File: config.mk
export PLATFORM = sky130hd
export DESIGN_NAME = upb_cam_axi_write_slave
export DESIGN_NICKNAME = d
export VERILOG_FILES = /design/src/rtl/upb_cam_pkg.sv /design/src/rtl/upb_axil_wr_capture.sv /design/src/rtl/upb_cam_axi_write_slave.sv
export SDC_FILE = /design/constraint.sdc
export NUM_CORES = 1
export LEC_CHECK = 0
export ABC_CLOCK_PERIOD_IN_PS = 4100
export CAP_MARGIN = 5
export CORE_MARGIN = 4
export CORE_UTILIZATION = 48
export CTS_CLUSTER_SIZE = 8
export DETAILED_ROUTE_END_ITERATION = 8
export HOLD_SLACK_MARGIN = 0.12
export PLACE_DENSITY = 0.78
export RECOVER_POWER = 50
export SLEW_MARGIN = 30
export SYNTH_ARGS = -nofsm -noshare
export SYNTH_HDL_FRONTEND = slang
export SYNTH_SLANG_ARGS = --single-unit
File: constraint.sdc
create_clock -name s_axi_aclk -period 4.1 [get_ports s_axi_aclk]
set_input_delay 0.82 -clock s_axi_aclk [delete_from_list [all_inputs] [get_ports s_axi_aclk]]
set_output_delay 0.82 -clock s_axi_aclk [all_outputs]
set_load 0.02 [all_outputs]
File: src/rtl/upb_cam_pkg.sv
// Shared definitions for the CAM management path: entry geometry, AXI response codes,
// the commit request record and the write/read FSM state types.
package upb_cam_pkg;

    localparam int unsigned CAM_ENTRY_W    = 256;
    localparam int unsigned CAM_WORD_W     = 32;
    localparam int unsigned CAM_WORD_OFS_W = 3;
    // Widest entry index that still fits a 32-bit byte address above the word offset.
    localparam int unsigned CAM_IDX_W_MAX  = 27;

    localparam logic [1:0] AXI_RESP_OKAY   = 2'b00;
    localparam logic [1:0] AXI_RESP_SLVERR = 2'b10;

    typedef struct packed {
        logic [CAM_IDX_W_MAX-1:0] addr;
        logic [CAM_ENTRY_W-1:0]   data;
    } cam_wr_req_t;

    typedef enum logic [1:0] {
        WrIdle,
        WrWrite,
        WrCommit,
        WrResp
    } wr_state_e;

    typedef enum logic {
        RdIdle,
        RdData
    } rd_state_e;

    // Legal when every bit above the entry index is zero and the access is word aligned.
    function automatic logic axil_addr_legal(input logic [31:0] addr, input int unsigned idx_w);
        logic [31:0] upper;
        upper = addr >> (idx_w + 32'd5);
        return (upper == 32'd0) && (addr[1:0] == 2'b00);
    endfunction

endpackage

File: src/rtl/upb_axil_wr_capture.sv
// AXI4-Lite write address / write data capture. AW and W are taken independently, in
// either order or together, and held until the owner consumes them with clear.
// Ports:
//   clk, rst_n         clock, asynchronous active-low reset
//   accept_en          owner will be able to take a new beat in the coming cycle
//   clear              owner consumes both captured beats this cycle
//   awvalid/awready    write address handshake, awaddr captured into aw_addr
//   wvalid/wready      write data handshake, wdata/wstrb captured into w_data/w_strb
//   aw_captured        an address beat is held
//   w_captured         a data beat is held
module upb_axil_wr_capture (
    input  logic        clk,
    input  logic        rst_n,
    input  logic        accept_en,
    input  logic        clear,
    input  logic        awvalid,
    output logic        awready,
    input  logic [31:0] awaddr,
    input  logic        wvalid,
    output logic        wready,
    input  logic [31:0] wdata,
    input  logic [3:0]  wstrb,
    output logic        aw_captured,
    output logic        w_captured,
    output logic [31:0] aw_addr,
    output logic [31:0] w_data,
    output logic [3:0]  w_strb
);

    logic        aw_cap_q, aw_cap_d;
    logic        w_cap_q, w_cap_d;
    logic        awready_q, awready_d;
    logic        wready_q, wready_d;
    logic [31:0] aw_addr_q;
    logic [31:0] w_data_q;
    logic [3:0]  w_strb_q;
    logic        aw_hs, w_hs;

    assign aw_hs = awvalid && awready_q;
    assign w_hs  = wvalid && wready_q;

    always_comb begin
        aw_cap_d = aw_cap_q | aw_hs;
        w_cap_d  = w_cap_q | w_hs;
        if (clear) begin
            aw_cap_d = 1'b0;
            w_cap_d  = 1'b0;
        end
        // Readies are registered so they sit low while reset is asserted.
        awready_d = accept_en && !aw_cap_d;
        wready_d  = accept_en && !w_cap_d;
    end

    always_ff @(posedge clk or negedge rst_n) begin
        if (!rst_n) begin
            aw_cap_q  <= 1'b0;
            w_cap_q   <= 1'b0;
            awready_q <= 1'b0;
            wready_q  <= 1'b0;
            aw_addr_q <= 32'd0;
            w_data_q  <= 32'd0;
            w_strb_q  <= 4'd0;
        end else begin
            aw_cap_q  <= aw_cap_d;
            w_cap_q   <= w_cap_d;
            awready_q <= awready_d;
            wready_q  <= wready_d;
            if (aw_hs) begin
                aw_addr_q <= awaddr;
            end
            if (w_hs) begin
                w_data_q <= wdata;
                w_strb_q <= wstrb;
            end
        end
    end

    assign awready     = awready_q;
    assign wready      = wready_q;
    assign aw_captured = aw_cap_q;
    assign w_captured  = w_cap_q;
    assign aw_addr     = aw_addr_q;
    assign w_data      = w_data_q;
    assign w_strb      = w_strb_q;

endmodule

File: src/rtl/upb_cam_axi_write_slave.sv
// AXI4-Lite management slave for the BRAM CAM. Host word writes addressed as
// {entry index, word offset} are merged into a 256-bit staging buffer; the write of the
// last word commits the whole buffer to the CAM write port under the last word's index.
// Reads return the staged word at the addressed offset.
// Ports:
//   s_axi_aclk, s_axi_aresetn   clock, asynchronous active-low reset
//   s_axi_aw*, s_axi_w*, s_axi_b*  AXI4-Lite write channels (prot ignored)
//   s_axi_ar*, s_axi_r*            AXI4-Lite read channels (prot ignored)
//   cam_wr_en/cam_wr_ready         commit request, held until the CAM accepts it
//   cam_wr_addr, cam_wr_data       commit index and full staged entry
module upb_cam_axi_write_slave
    import upb_cam_pkg::*;
#(
    parameter int unsigned CAM_DEPTH   = 2048,
    parameter int unsigned IDX_W       = $clog2(CAM_DEPTH),
    parameter int unsigned ENTRY_WORDS = 8
) (
    input  logic                   s_axi_aclk,
    input  logic                   s_axi_aresetn,
    input  logic                   s_axi_awvalid,
    output logic                   s_axi_awready,
    input  logic [31:0]            s_axi_awaddr,
    input  logic [2:0]             s_axi_awprot,
    input  logic                   s_axi_wvalid,
    output logic                   s_axi_wready,
    input  logic [31:0]            s_axi_wdata,
    input  logic [3:0]             s_axi_wstrb,
    output logic                   s_axi_bvalid,
    input  logic                   s_axi_bready,
    output logic [1:0]             s_axi_bresp,
    input  logic                   s_axi_arvalid,
    output logic                   s_axi_arready,
    input  logic [31:0]            s_axi_araddr,
    input  logic [2:0]             s_axi_arprot,
    output logic                   s_axi_rvalid,
    input  logic                   s_axi_rready,
    output logic [31:0]            s_axi_rdata,
    output logic [1:0]             s_axi_rresp,
    output logic                   cam_wr_en,
    input  logic                   cam_wr_ready,
    output logic [IDX_W-1:0]       cam_wr_addr,
    output logic [CAM_ENTRY_W-1:0] cam_wr_data
);

    localparam logic [CAM_WORD_OFS_W-1:0] LAST_OFS = CAM_WORD_OFS_W'(ENTRY_WORDS - 1);

    // ---------------------------------------------------------------- write path
    wr_state_e              wr_state_q, wr_state_d;
    logic [CAM_ENTRY_W-1:0] staging_q, staging_d;
    logic [1:0]             bresp_q, bresp_d;
    logic [IDX_W-1:0]       cam_addr_q, cam_addr_d;

    logic                      aw_cap, w_cap;
    logic [31:0]               aw_addr_cap, w_data_cap;
    logic [3:0]                w_strb_cap;
    logic                      cap_clear, accept_en;
    logic [CAM_WORD_OFS_W-1:0] wr_ofs;
    logic [IDX_W-1:0]          wr_idx;
    logic                      wr_legal;

    assign cap_clear = (wr_state_q == WrIdle) && aw_cap && w_cap;
    assign accept_en = (wr_state_d == WrIdle);

    upb_axil_wr_capture u_capture (
        .clk         (s_axi_aclk),
        .rst_n       (s_axi_aresetn),
        .accept_en   (accept_en),
        .clear       (cap_clear),
        .awvalid     (s_axi_awvalid),
        .awready     (s_axi_awready),
        .awaddr      (s_axi_awaddr),
        .wvalid      (s_axi_wvalid),
        .wready      (s_axi_wready),
        .wdata       (s_axi_wdata),
        .wstrb       (s_axi_wstrb),
        .aw_captured (aw_cap),
        .w_captured  (w_cap),
        .aw_addr     (aw_addr_cap),
        .w_data      (w_data_cap),
        .w_strb      (w_strb_cap)
    );

    assign wr_ofs   = aw_addr_cap[4:2];
    assign wr_idx   = aw_addr_cap[IDX_W+4:5];
    assign wr_legal = axil_addr_legal(aw_addr_cap, IDX_W);

    always_comb begin
        wr_state_d = wr_state_q;
        staging_d  = staging_q;
        bresp_d    = bresp_q;
        cam_addr_d = cam_addr_q;
        case (wr_state_q)
            WrIdle: begin
                if (cap_clear) begin
                    wr_state_d = WrWrite;
                end
            end
            WrWrite: begin
                if (wr_legal) begin
                    for (int b = 0; b < 4; b++) begin
                        if (w_strb_cap[b]) begin
                            staging_d[{wr_ofs, 5'd0} + 8 * b +: 8] = w_data_cap[8 * b +: 8];
                        end
                    end
                    bresp_d = AXI_RESP_OKAY;
                    // The commit index comes only from the last-word write; earlier words
                    // carry no tag of their own.
                    if (wr_ofs == LAST_OFS) begin
                        cam_addr_d = wr_idx;
                        wr_state_d = WrCommit;
                    end else begin
                        wr_state_d = WrResp;
                    end
                end else begin
                    bresp_d    = AXI_RESP_SLVERR;
                    wr_state_d = WrResp;
                end
            end
            WrCommit: begin
                if (cam_wr_ready) begin
                    wr_state_d = WrResp;
                end
            end
            WrResp: begin
                if (s_axi_bready) begin
                    wr_state_d = WrIdle;
                end
            end
            default: wr_state_d = WrIdle;
        endcase
    end

    always_ff @(posedge s_axi_aclk or negedge s_axi_aresetn) begin
        if (!s_axi_aresetn) begin
            wr_state_q <= WrIdle;
            staging_q  <= '0;
            bresp_q    <= AXI_RESP_OKAY;
            cam_addr_q <= '0;
        end else begin
            wr_state_q <= wr_state_d;
            staging_q  <= staging_d;
            bresp_q    <= bresp_d;
            cam_addr_q <= cam_addr_d;
        end
    end

    cam_wr_req_t cam_req;
    assign cam_req.addr = CAM_IDX_W_MAX'(cam_addr_q);
    assign cam_req.data = staging_q;

    assign s_axi_bvalid = (wr_state_q == WrResp);
    assign s_axi_bresp  = bresp_q;
    // Commit outputs come straight from registers, so they stay stable while stalled.
    assign cam_wr_en    = (wr_state_q == WrCommit);
    assign cam_wr_addr  = cam_req.addr[IDX_W-1:0];
    assign cam_wr_data  = cam_req.data;

    // ----------------------------------------------------------------- read path
    rd_state_e   rd_state_q, rd_state_d;
    logic        arready_q, arready_d;
    logic [31:0] rdata_q, rdata_d;
    logic [1:0]  rresp_q, rresp_d;
    logic        ar_hs;

    assign ar_hs = s_axi_arvalid && arready_q;

    always_comb begin
        rd_state_d = rd_state_q;
        rdata_d    = rdata_q;
        rresp_d    = rresp_q;
        case (rd_state_q)
            RdIdle: begin
                if (ar_hs) begin
                    rd_state_d = RdData;
                    // Sampled from the registered buffer: a same-cycle write is not visible.
                    if (axil_addr_legal(s_axi_araddr, IDX_W)) begin
                        rdata_d = staging_q[{s_axi_araddr[4:2], 5'd0} +: 32];
                        rresp_d = AXI_RESP_OKAY;
                    end else begin
                        rdata_d = 32'd0;
                        rresp_d = AXI_RESP_SLVERR;
                    end
                end
            end
            RdData: begin
                if (s_axi_rready) begin
                    rd_state_d = RdIdle;
                end
            end
            default: rd_state_d = RdIdle;
        endcase
        arready_d = (rd_state_d == RdIdle);
    end

    always_ff @(posedge s_axi_aclk or negedge s_axi_aresetn) begin
        if (!s_axi_aresetn) begin
            rd_state_q <= RdIdle;
            arready_q  <= 1'b0;
            rdata_q    <= 32'd0;
            rresp_q    <= AXI_RESP_OKAY;
        end else begin
            rd_state_q <= rd_state_d;
            arready_q  <= arready_d;
            rdata_q    <= rdata_d;
            rresp_q    <= rresp_d;
        end
    end

    assign s_axi_arready = arready_q;
    assign s_axi_rvalid  = (rd_state_q == RdData);
    assign s_axi_rdata   = rdata_q;
    assign s_axi_rresp   = rresp_q;

    logic unused_bits;
    assign unused_bits = ^{s_axi_awprot, s_axi_arprot, cam_req.addr[CAM_IDX_W_MAX-1:IDX_W]};

endmodule

Word level (Yosys, flattened, before mapping)

Cells that the tools add are included.

Add/subtract/negate cells: 7
Equal/unequal tests: 4
Shift operators: 9
Muxes and demuxes: 28
Bitwise operators: 4
Reductions and logical operators: 20

Operator list:

| kind                                                    | number |
|---|---|
| two-way mux 256 bit                                     | 10 |
| bitwise mux 256 bit                                     | 4 |
| variable shift 8 x 34 -> 256 bit (first input constant) | 4 |
| variable part select 8 x 34 -> 256 bit                  | 4 |
| variable part select 256 x 9 -> 32 bit                  | 1 |
| negation 9 -> 34 bit                                    | 3 |
| zero test 32 bit                                        | 2 |
| negation 8 -> 34 bit                                    | 1 |
| two-way mux 32 bit                                      | 1 |
| adder 8 x 5 -> 9 bit (second input constant)            | 2 |
| two-way mux 2 bit                                       | 6 |
| adder 8 x 4 -> 9 bit (second input constant)            | 1 |
| logical AND 1 bit                                       | 9 |
| zero test 2 bit                                         | 4 |
| case mux 2 bit (4 select lines)                         | 1 |
| two-way mux 1 bit                                       | 5 |
| == test 2 bit (second input constant)                   | 2 |
| AND reduction 2 bit                                     | 2 |
| == test 3 bit (second input constant)                   | 1 |
| AND reduction 3 bit                                     | 1 |
| == test 2 x 1 -> 1 bit (second input constant)          | 1 |
| zero test 1 bit                                         | 2 |
| NOT 1 bit                                               | 2 |
| OR 1 bit                                                | 2 |
| case mux 1 bit (2 select lines)                         | 1 |

Register bits after elaboration: 379
Input port bits: 114
Output and inout bits: 309

Depth between registers and ports, before layout

Gate-level depths: netlist of the first run.

Word-level depth: 16
Depth in mapped cells: 9
Mapped depth without buffers: 7

Hierarchy

A second synthesis of the first run with hierarchy kept.

Cell total of the unflattened synthesis: 1224
Area total of the unflattened synthesis: 17201.5 um^2

By module, submodules not included:

| module                  | times used | cells each | area an instance (um^2) |
|---|---|---|---|
| upb_cam_axi_write_slave | 1          | 1070       | 14377.5 |
| upb_axil_wr_capture     | 1          | 154        | 2824.0 |

Worst setup path after synthesis of the first run

No wires, ideal clock.

Path type: register to register
Start point: register u_capture.aw_addr_q[2], in the netlist u_capture.aw_addr[2]
End point: register staging_q[32], in the netlist cam_wr_data[32]
Library setup time: 0.125 ns
Arrival time: 2.860 ns
Data required time: 3.975 ns
Slack: 1.115 ns
Stages on the path, launching flop included: 10
Clock period less this slack: 2.985 ns
Path through: dfrtp_1 > buf_2 > clkinv_1 > ha_1 > ha_1 > or4_4 > buf_6 > or4_4 > buf_6 > mux2_4

Cells in the longest elaborated chain, start to end: 16
Elaborated cells between the ends (all ways): 29
Those cells by class: 7 x add/sub; 8 x shift; 14 x mux

RTL lines:

| what                                                                          | RTL line                       | RTL |
|---|---|---|
| start, declared                                                               | upb_axil_wr_capture.sv:34      | `logic [31:0] aw_addr_q;` |
| start signal, assigned                                                        | upb_axil_wr_capture.sv:69      | `aw_addr_q <= awaddr;` |
| parallel branches: the longest is 15 deep, another holds negation 9 -> 34 bit | -                              |  |
| two-way mux 256 bit (*)                                                       | upb_cam_axi_write_slave.sv:101 | `if (w_strb_cap[b]) begin` |
| end signal, assigned                                                          | upb_cam_axi_write_slave.sv:141 | `staging_q <= staging_d;` |
| end, declared                                                                 | upb_cam_axi_write_slave.sv:49  | `logic [CAM_ENTRY_W-1:0] staging_q, staging_d;` |

Mark *: on every way between the ends. The select of a mux whose other input is x is not followed.
A chain may end at the register's enable or synchronous reset.

Final worst setup path of the first run

Start point: input port s_axi_araddr[19]
End point: register rdata_q[5], in the netlist s_axi_rdata[5]

Cells in the longest elaborated chain, start to end: 3

RTL lines:

| what                 | RTL line                       | RTL |
|---|---|---|
| start, declared      | upb_cam_axi_write_slave.sv:33  | `input logic [31:0] s_axi_araddr,` |
| zero test 32 bit     | upb_cam_pkg.sv:35              | `return (upper == 32'd0) && (addr[1:0] == 2'b00);` |
| logical AND 1 bit    | upb_cam_pkg.sv:35              |  |
| two-way mux 32 bit   | upb_cam_axi_write_slave.sv:176 | `if (axil_addr_legal(s_axi_araddr, IDX_W)) begin` |
| end signal, assigned | upb_cam_axi_write_slave.sv:204 | `rdata_q <= rdata_d;` |
| end, declared        | upb_cam_axi_write_slave.sv:161 | `logic [31:0] rdata_q, rdata_d;` |

Every way passes these cells.

==> results of run 1 <==
==> worst max-delay path: cells and delay by family <==
kind / cells / cell delay, ns
AOI/OAI and AO/OA: 1 / 0.34
buffers and inverters: 2 / 2.30
and+or+nand+nor: 2 / 0.76
==> stage by stage <==
step	cell area [sq um]	hold WS, ns	power (mW)	utilization	cells
after floorplan	16900	0.4619	5.570	-	1355
after detailed placement	21460	0.4893	6.325	0.6196	2146
after CTS	22890	0.3606	10.23	0.6610	2205
after global routing	22820	0.5145	10.60	0.6591	2205
after global placement	21460	0.4792	6.237	0.6196	2146
final	22820	0.4934	10.20	0.6591	2205
==> where the power goes <==
part           switching, mW  internal, mW
logic                  0.988         0.716
registers              0.487          4.11
clock network           1.49          2.41
total                   2.97          7.23
==> logic make-up (layout without fill, tap and decap cells) <==
| family | count (synthesis) | in the layout |
|---|---|---|
| compound gates | 378 | 378 |
| fa+ha+maj | 5 | 5 |
| buf+inv | 133 | 528 |
| flops | 377 | 377 |
| mux | 263 | 263 |
| other cells | 1 | 2 |
| simple gates | 197 | 197 |
==> final timing paths <==
kind	from	endpoint	slack (ns)	cells past startpoint
max	s_axi_araddr[19]	s_axi_rdata[5]	0.33	5
min	u_capture.aw_addr[6]	cam_wr_addr[1]	0.49	1
max reg2reg	u_capture.aw_addr[2]	cam_wr_data[3]	0.56	7
min reg2reg	u_capture.aw_addr[6]	cam_wr_addr[1]	0.49	1
max in group asynchronous	s_axi_aresetn	u_capture.w_strb[3]	0.94	2
min in group asynchronous	s_axi_aresetn	u_capture.aw_addr[3]	1.15	1
==> sequential cells by signal, indices dropped and copies added, names as in the netlist, 2 cells and up <==
register           count
wr_state_q             2
cam_wr_data          256
u_capture.w_strb       4
s_axi_rdata           32
u_capture.aw_addr     32
u_capture.w_data      32
cam_wr_addr           11
==> placed cells by master, fill, tap and decap left out, drive strengths merged <==
cell and count:
nand2b 2, nor2 10, a21oi 5, clkinv 1, clkdlybuf4s50 336, mux2 175
nand2 104, and3 1, nor3 1, ha 5, nor4 17, dfrtp 377
and2 2, nor2b 9, bufinv 1, a21o 1, or3 2, inv 30
conb 2, nand4 10, nand3 6, a22o 32, and4 1, o21ai 338
or2 21, and3b 1, dlygate4sd3 63, or4 10, mux2i 24, clkbuf 67
o22a 1, buf 30, o311a 1, mux4 64
==> per-layer routing <==
| layer | part of all wire | GRT usage | vias to the layer above | routed length [microns] |
|---|---|---|---|---|
| li1 | - | - | 5700 | - |
| met5 | 0 | 0 | - | 0 |
| met4 | 0.045 | 0.1190 | 0 | 2484 |
| met3 | 0.080 | 0.05021 | 165 | 4473 |
| met1 | 0.39 | 0.3773 | 6793 | 21600 |
| met2 | 0.49 | 0.4718 | 776 | 27250 |
==> area by class of cell <==
cell class                      count  area, sq um  share of cell area
Sequential cell                   377         9434              0.4133
Clock inverter                      2        38.79            0.001699
Clock buffer                       57         1394             0.06107
Inverter                           30        112.6            0.004934
Tap cell                          455        569.3             0.02494
Multi-Input combinational cell    845         6957              0.3048
Timing Repair Buffer              439         4319              0.1892
==> metrics, run 1 <==
startpoint type of the worst setup path input pin; proportion of layout cells with a drive suffix above 1 0.2029; worst slew pin tran 2.753 ns; diode count 0; Setup Viol. Count Final 0; pin count of the biggest net entering global routing 110; proportion of synthesized chip area in sequential cells 0.5584; setup TNS after final layout 0 ns; number of rows created at floorplan 68; Setup Skew 0.01898 ns; Top FF cell, synth sky130_fd_sc_hd__dfrtp_1; 1st-iter DRT viols 1327; run status finished with violations; Port Buffers 403; GRT Resource Usage Total 0.2860; maximum clock frequency about 0.26 GHz; compound-cell area share of the yosys netlist 0.1198; most instantiated cells after synthesis sky130_fd_sc_hd__dfrtp_1, sky130_fd_sc_hd__o21ai_0, sky130_fd_sc_hd__mux2_2, sky130_fd_sc_hd__nand2_1, sky130_fd_sc_hd__clkbuf_1; worst rel slew slack -0.8356; clock tree sinks 377; cells taking the most area after synthesis sky130_fd_sc_hd__dfrtp_1, sky130_fd_sc_hd__o21ai_0, sky130_fd_sc_hd__mux2_2; deepest level of the CTS H-tree 2; clock tree from TritonCTS done; Worst-Skew Late Latency approximately 0.55 ns; violations in the final reports max-capacitance violations, max-slew violations; Final #Nets 1865; number of library cell types mapped by synthesis 41; global-route congestion overflow total 0; maximum fanout along the worst path 33; number of enable flip-flop cells after synthesis 0; area of the die about 38000 sq um; weighted congestion reported at the end of routability-driven placement 0.8775; flop and latch count out of synthesis 377; Horiz. Die Dim 195.6 microns; number of fillers in the final layout 2575; Gate Count Post-Synth 1354; clock tree root driver cell sky130_fd_sc_hd__clkbuf_16; worst endpoint required time 4.57 ns; Yosys top cell area share 0.5584; Largest stage delay, worst path between 1.5 and 2 ns; number of CTS-inserted buffers 53; area leader, netlist sky130_fd_sc_hd__dfrtp_1; first-pass GRT wire length around 86000 microns; max-cap violation count 5; most repeated cell in the gate-level netlist after synthesis sky130_fd_sc_hd__dfrtp_1; Setup Fix Bufs, Post-CTS 0; minimum period implied by the final worst setup slack 3.774 ns; number of antenna violations at the first check in global routing 0; worst-case clock buffer depth 3; first-pass iteration count of the detailed router 5; element type at the critical path end flip-flop; leakage power slightly below 10 nW; Core Box Area 34630 sq um; endpoints failing hold 0; count of final max-slew check failures 245; simple-gate share of the synthesized area 0.06355; clk slew on worst S/H paths 0.05 ns; DRC violation count after routing 0; initial core utilization 0.4879; total power per unit cell area between 400 and 500 nW/um^2; synth warn 0; data arrival time of the critical path about 4.3 ns; count of instances resized after the clock tree is built 0; count of vias placed by the detailed router roughly 13000; fin crit share 0.9205; worst path cell trace dlygate4sd3_1, or4_1, nor4_1, clkbuf_1, a22o_1; via count of the first global-routing pass between 10000 and 15000; peak supply drop 393.8 uV; share of synthesized area spent on multiplexers 0.2233; RSZ-0062 raised after global routing false; number of hold-repair buffers added at the cts stage 0; Area Growth Syn to Fin 35.11%; final critical-path setup slack 0.3259 ns; Post-synth ARST share 1.000; Die H roughly 200 microns; type of the setup path with the least slack in2reg; slowest cell on the critical path sky130_fd_sc_hd__clkbuf_1; per-instance average area after synthesis between 10 and 15 sq um; class of the worst hold path reg2reg; I/O pin total around 420; post-synthesis share of cell area spent on xor and xnor gates 0; post-synthesis adder-cell area fraction 0.003703; dpl ws 0.6332 ns; main combinational cell family by area after synthesis multiplexers; Post-DP HPWL 38640 microns; per-cell via count in the routed design 6.093; post-detailed-route wirelength per cell around 25 microns; DRT antenna net count 0; final wirelength 55800 microns; netlist area before placement 16890 sq um
Note: power is estimated with default switching activity, not from simulation.
==> run 2, diff against run 1 <==
- SLEW_MARGIN: 30 -> not set
==> metrics, run 2 (synthesis gave the netlist of run 1 again) <==
worst slew pin tran 2.762 ns (was 2.753 ns); Final #Nets 1865 (unchanged); combinational fraction of design power 0.167 (about the same); data arrival time of the critical path 4.25 ns (about the same); element type at the critical path end flip-flop (unchanged); DRC violation count after routing 0 (unchanged); violations in the final reports max-capacitance violations, max-slew violations (unchanged); Port Buffers 403 (unchanged); I/O pin total 423 (unchanged); Core Box Area 34630 sq um (unchanged); count of instances resized after the clock tree is built 0 (unchanged); class of the worst hold path reg2reg (unchanged); max-cap violation count 5 (unchanged); minimum period implied by the final worst setup slack 3.776 ns (was 3.774 ns); count of vias placed by the detailed router 13416 (was 13434); clk slew on worst S/H paths 0.05 ns (about the same); Setup Fix Bufs, Post-CTS 0 (unchanged); number of CTS-inserted buffers 53 (unchanged); via count of the first global-routing pass 14251 (unchanged); RSZ-0062 raised after global routing false (unchanged); count of final max-slew check failures 245 (unchanged); deepest level of the CTS H-tree 2 (unchanged); flip-flop count of the largest register, all copies and words added 256 (unchanged); proportion of layout cells with a drive suffix above 1 0.2029 (unchanged); total power per unit cell area 447.0 nW/um^2 (was 446.9 nW/um^2); startpoint type of the worst setup path input pin (unchanged); per-cell via count in the routed design 6.084 (was 6.093); clock tree root driver cell sky130_fd_sc_hd__clkbuf_16 (unchanged); number of rows created at floorplan 68 (unchanged); Horiz. Die Dim 195.6 microns (unchanged); most frequent standard cell in the layout excluding fill and tap cells sky130_fd_sc_hd__dfrtp_1 (unchanged); Min Hold Slack 0.4934 ns (unchanged); post-detailed-route wirelength per cell 25.31 microns (about the same); first-pass GRT wire length 85770 microns (unchanged); maximum fanout along the worst path 33 (unchanged); DRT antenna net count 0 (unchanged); Area Growth Syn to Fin 35.09% (was 35.11%); weighted congestion reported at the end of routability-driven placement 0.8775 (unchanged); switching power total 2.968 mW (was 2.967 mW); switching share of power 0.2909 (about the same); final total power 10.20 mW (about the same); Non-Filler Cell Area, Final 22820 sq um (about the same); run status finished with violations (unchanged); Setup Viol. Count Final 0 (unchanged); diode count 0 (unchanged); area of the die 38260 sq um (unchanged); maximum clock frequency 0.2648 GHz (was 0.2650 GHz); worst rel slew slack -0.8413 (was -0.8356); first-pass iteration count of the detailed router 5 (unchanged); number of antenna violations at the first check in global routing 0 (unchanged); number of hold-repair buffers added at the cts stage 0 (unchanged); power share of the clock group 0.382 (was 0.383); most used cells in the layout excluding fill and tap cells sky130_fd_sc_hd__dfrtp_1, sky130_fd_sc_hd__clkdlybuf4s50_1, sky130_fd_sc_hd__o21ai_0 (unchanged); share of power burned in registers 0.450 (about the same); 1st-iter DRT viols 1327 (unchanged); worst-case clock buffer depth 3 (unchanged); reg2reg setup slack 0.55 ns (was 0.56 ns); standard cell area after detailed placement 21460 sq um (unchanged); peak supply drop 393.8 uV (about the same); initial core utilization 0.4879 (unchanged); Die H 195.6 microns (unchanged); GRT Resource Usage Total 0.2860 (unchanged); setup TNS after final layout 0 ns (unchanged); Worst-Skew Late Latency 0.55 ns (about the same); type of the setup path with the least slack in2reg (unchanged); leakage power 9.921 nW (was 9.922 nW); Setup Skew 0.01854 ns (was 0.01898 ns); final wirelength 55810 microns (was 55800 microns); Post-DP HPWL 38640 microns (unchanged); clock tree sinks 377 (unchanged); number of fillers in the final layout 2574 (was 2575); P_int 7.234 mW (about the same); global-route congestion overflow total 0 (unchanged); fin crit share 0.9210 (was 0.9205); worst endpoint required time 4.57 ns (about the same); endpoints failing hold 0 (unchanged); clock tree from TritonCTS done (unchanged); pin count of the biggest net entering global routing 110 (unchanged)
==> run 2: cell counts in the layout (fill, tap and decap cells not counted) <==
No cell type changed its count.
==> run 2: worst paths after layout <==
check	endpoint	start	cells after the start
min reg2reg	cam_wr_addr[1]	u_capture.aw_addr[6]	1
min in group asynchronous	u_capture.aw_addr[3]	s_axi_aresetn	1
min	cam_wr_addr[1]	u_capture.aw_addr[6]	1
max	s_axi_rdata[5]	s_axi_araddr[19]	5
max reg2reg	cam_wr_data[3]	u_capture.aw_addr[2]	7
max in group asynchronous	u_capture.w_strb[3]	s_axi_aresetn	2
==> run 2: worst max-delay path: stages <==
cell	delay (ns)
sky130_fd_sc_hd__dlygate4sd3_1	0.55
sky130_fd_sc_hd__or4_1	0.53
sky130_fd_sc_hd__nor4_1	0.23
sky130_fd_sc_hd__clkbuf_1	1.75
sky130_fd_sc_hd__a22o_1	0.34
==> run 2: final cells by class <==
cell class | count | area [sq um] | area share
Clock buffer | 57 | 1394 | 0.06107
Clock inverter | 2 | 38.79 | 0.001700
Tap cell | 455 | 569.3 | 0.02495
Inverter | 30 | 112.6 | 0.004934
Multi-Input combinational cell | 845 | 6957 | 0.3048
Sequential cell | 377 | 9434 | 0.4134
Timing Repair Buffer | 439 | 4317 | 0.1891
==> run 2: layer usage <==
layer	GRT usage	wire (microns)	part of all wire	vias up
met4	0.1190	2434	0.044	0
met1	0.3773	21630	0.39	6775
met2	0.4718	27260	0.49	772
met5	0	0	0	-
met3	0.05021	4482	0.080	164
li1	-	-	-	5705
==> run 2: per-stage QoR <==
stage | std cells | utilization | setup slack [ns]
after floorplan | 1355 | - | 1.115
after global placement | 2146 | 0.6196 | 0.7225
after detailed placement | 2146 | 0.6196 | 0.6332
after CTS | 2205 | 0.6610 | 0.6013
after global routing | 2205 | 0.6591 | 0.2757
final | 2205 | 0.6591 | 0.3238
==> run 2: power groups by stage <==
stage	registers, mW	clock network [mW]	logic (mW)
after floorplan	4.46	0	1.11
after global placement	4.60	0	1.63
after detailed placement	4.64	0	1.69
after CTS	4.58	3.95	1.71
after global routing	4.65	4.10	1.85
final	4.60	3.90	1.70
==> run 3, diff against run 2 <==
- TNS_END_PERCENT: not set -> 30
==> results of run 3 <==
Same layout as run 2: the final DEF is identical, and so are final timing and power.
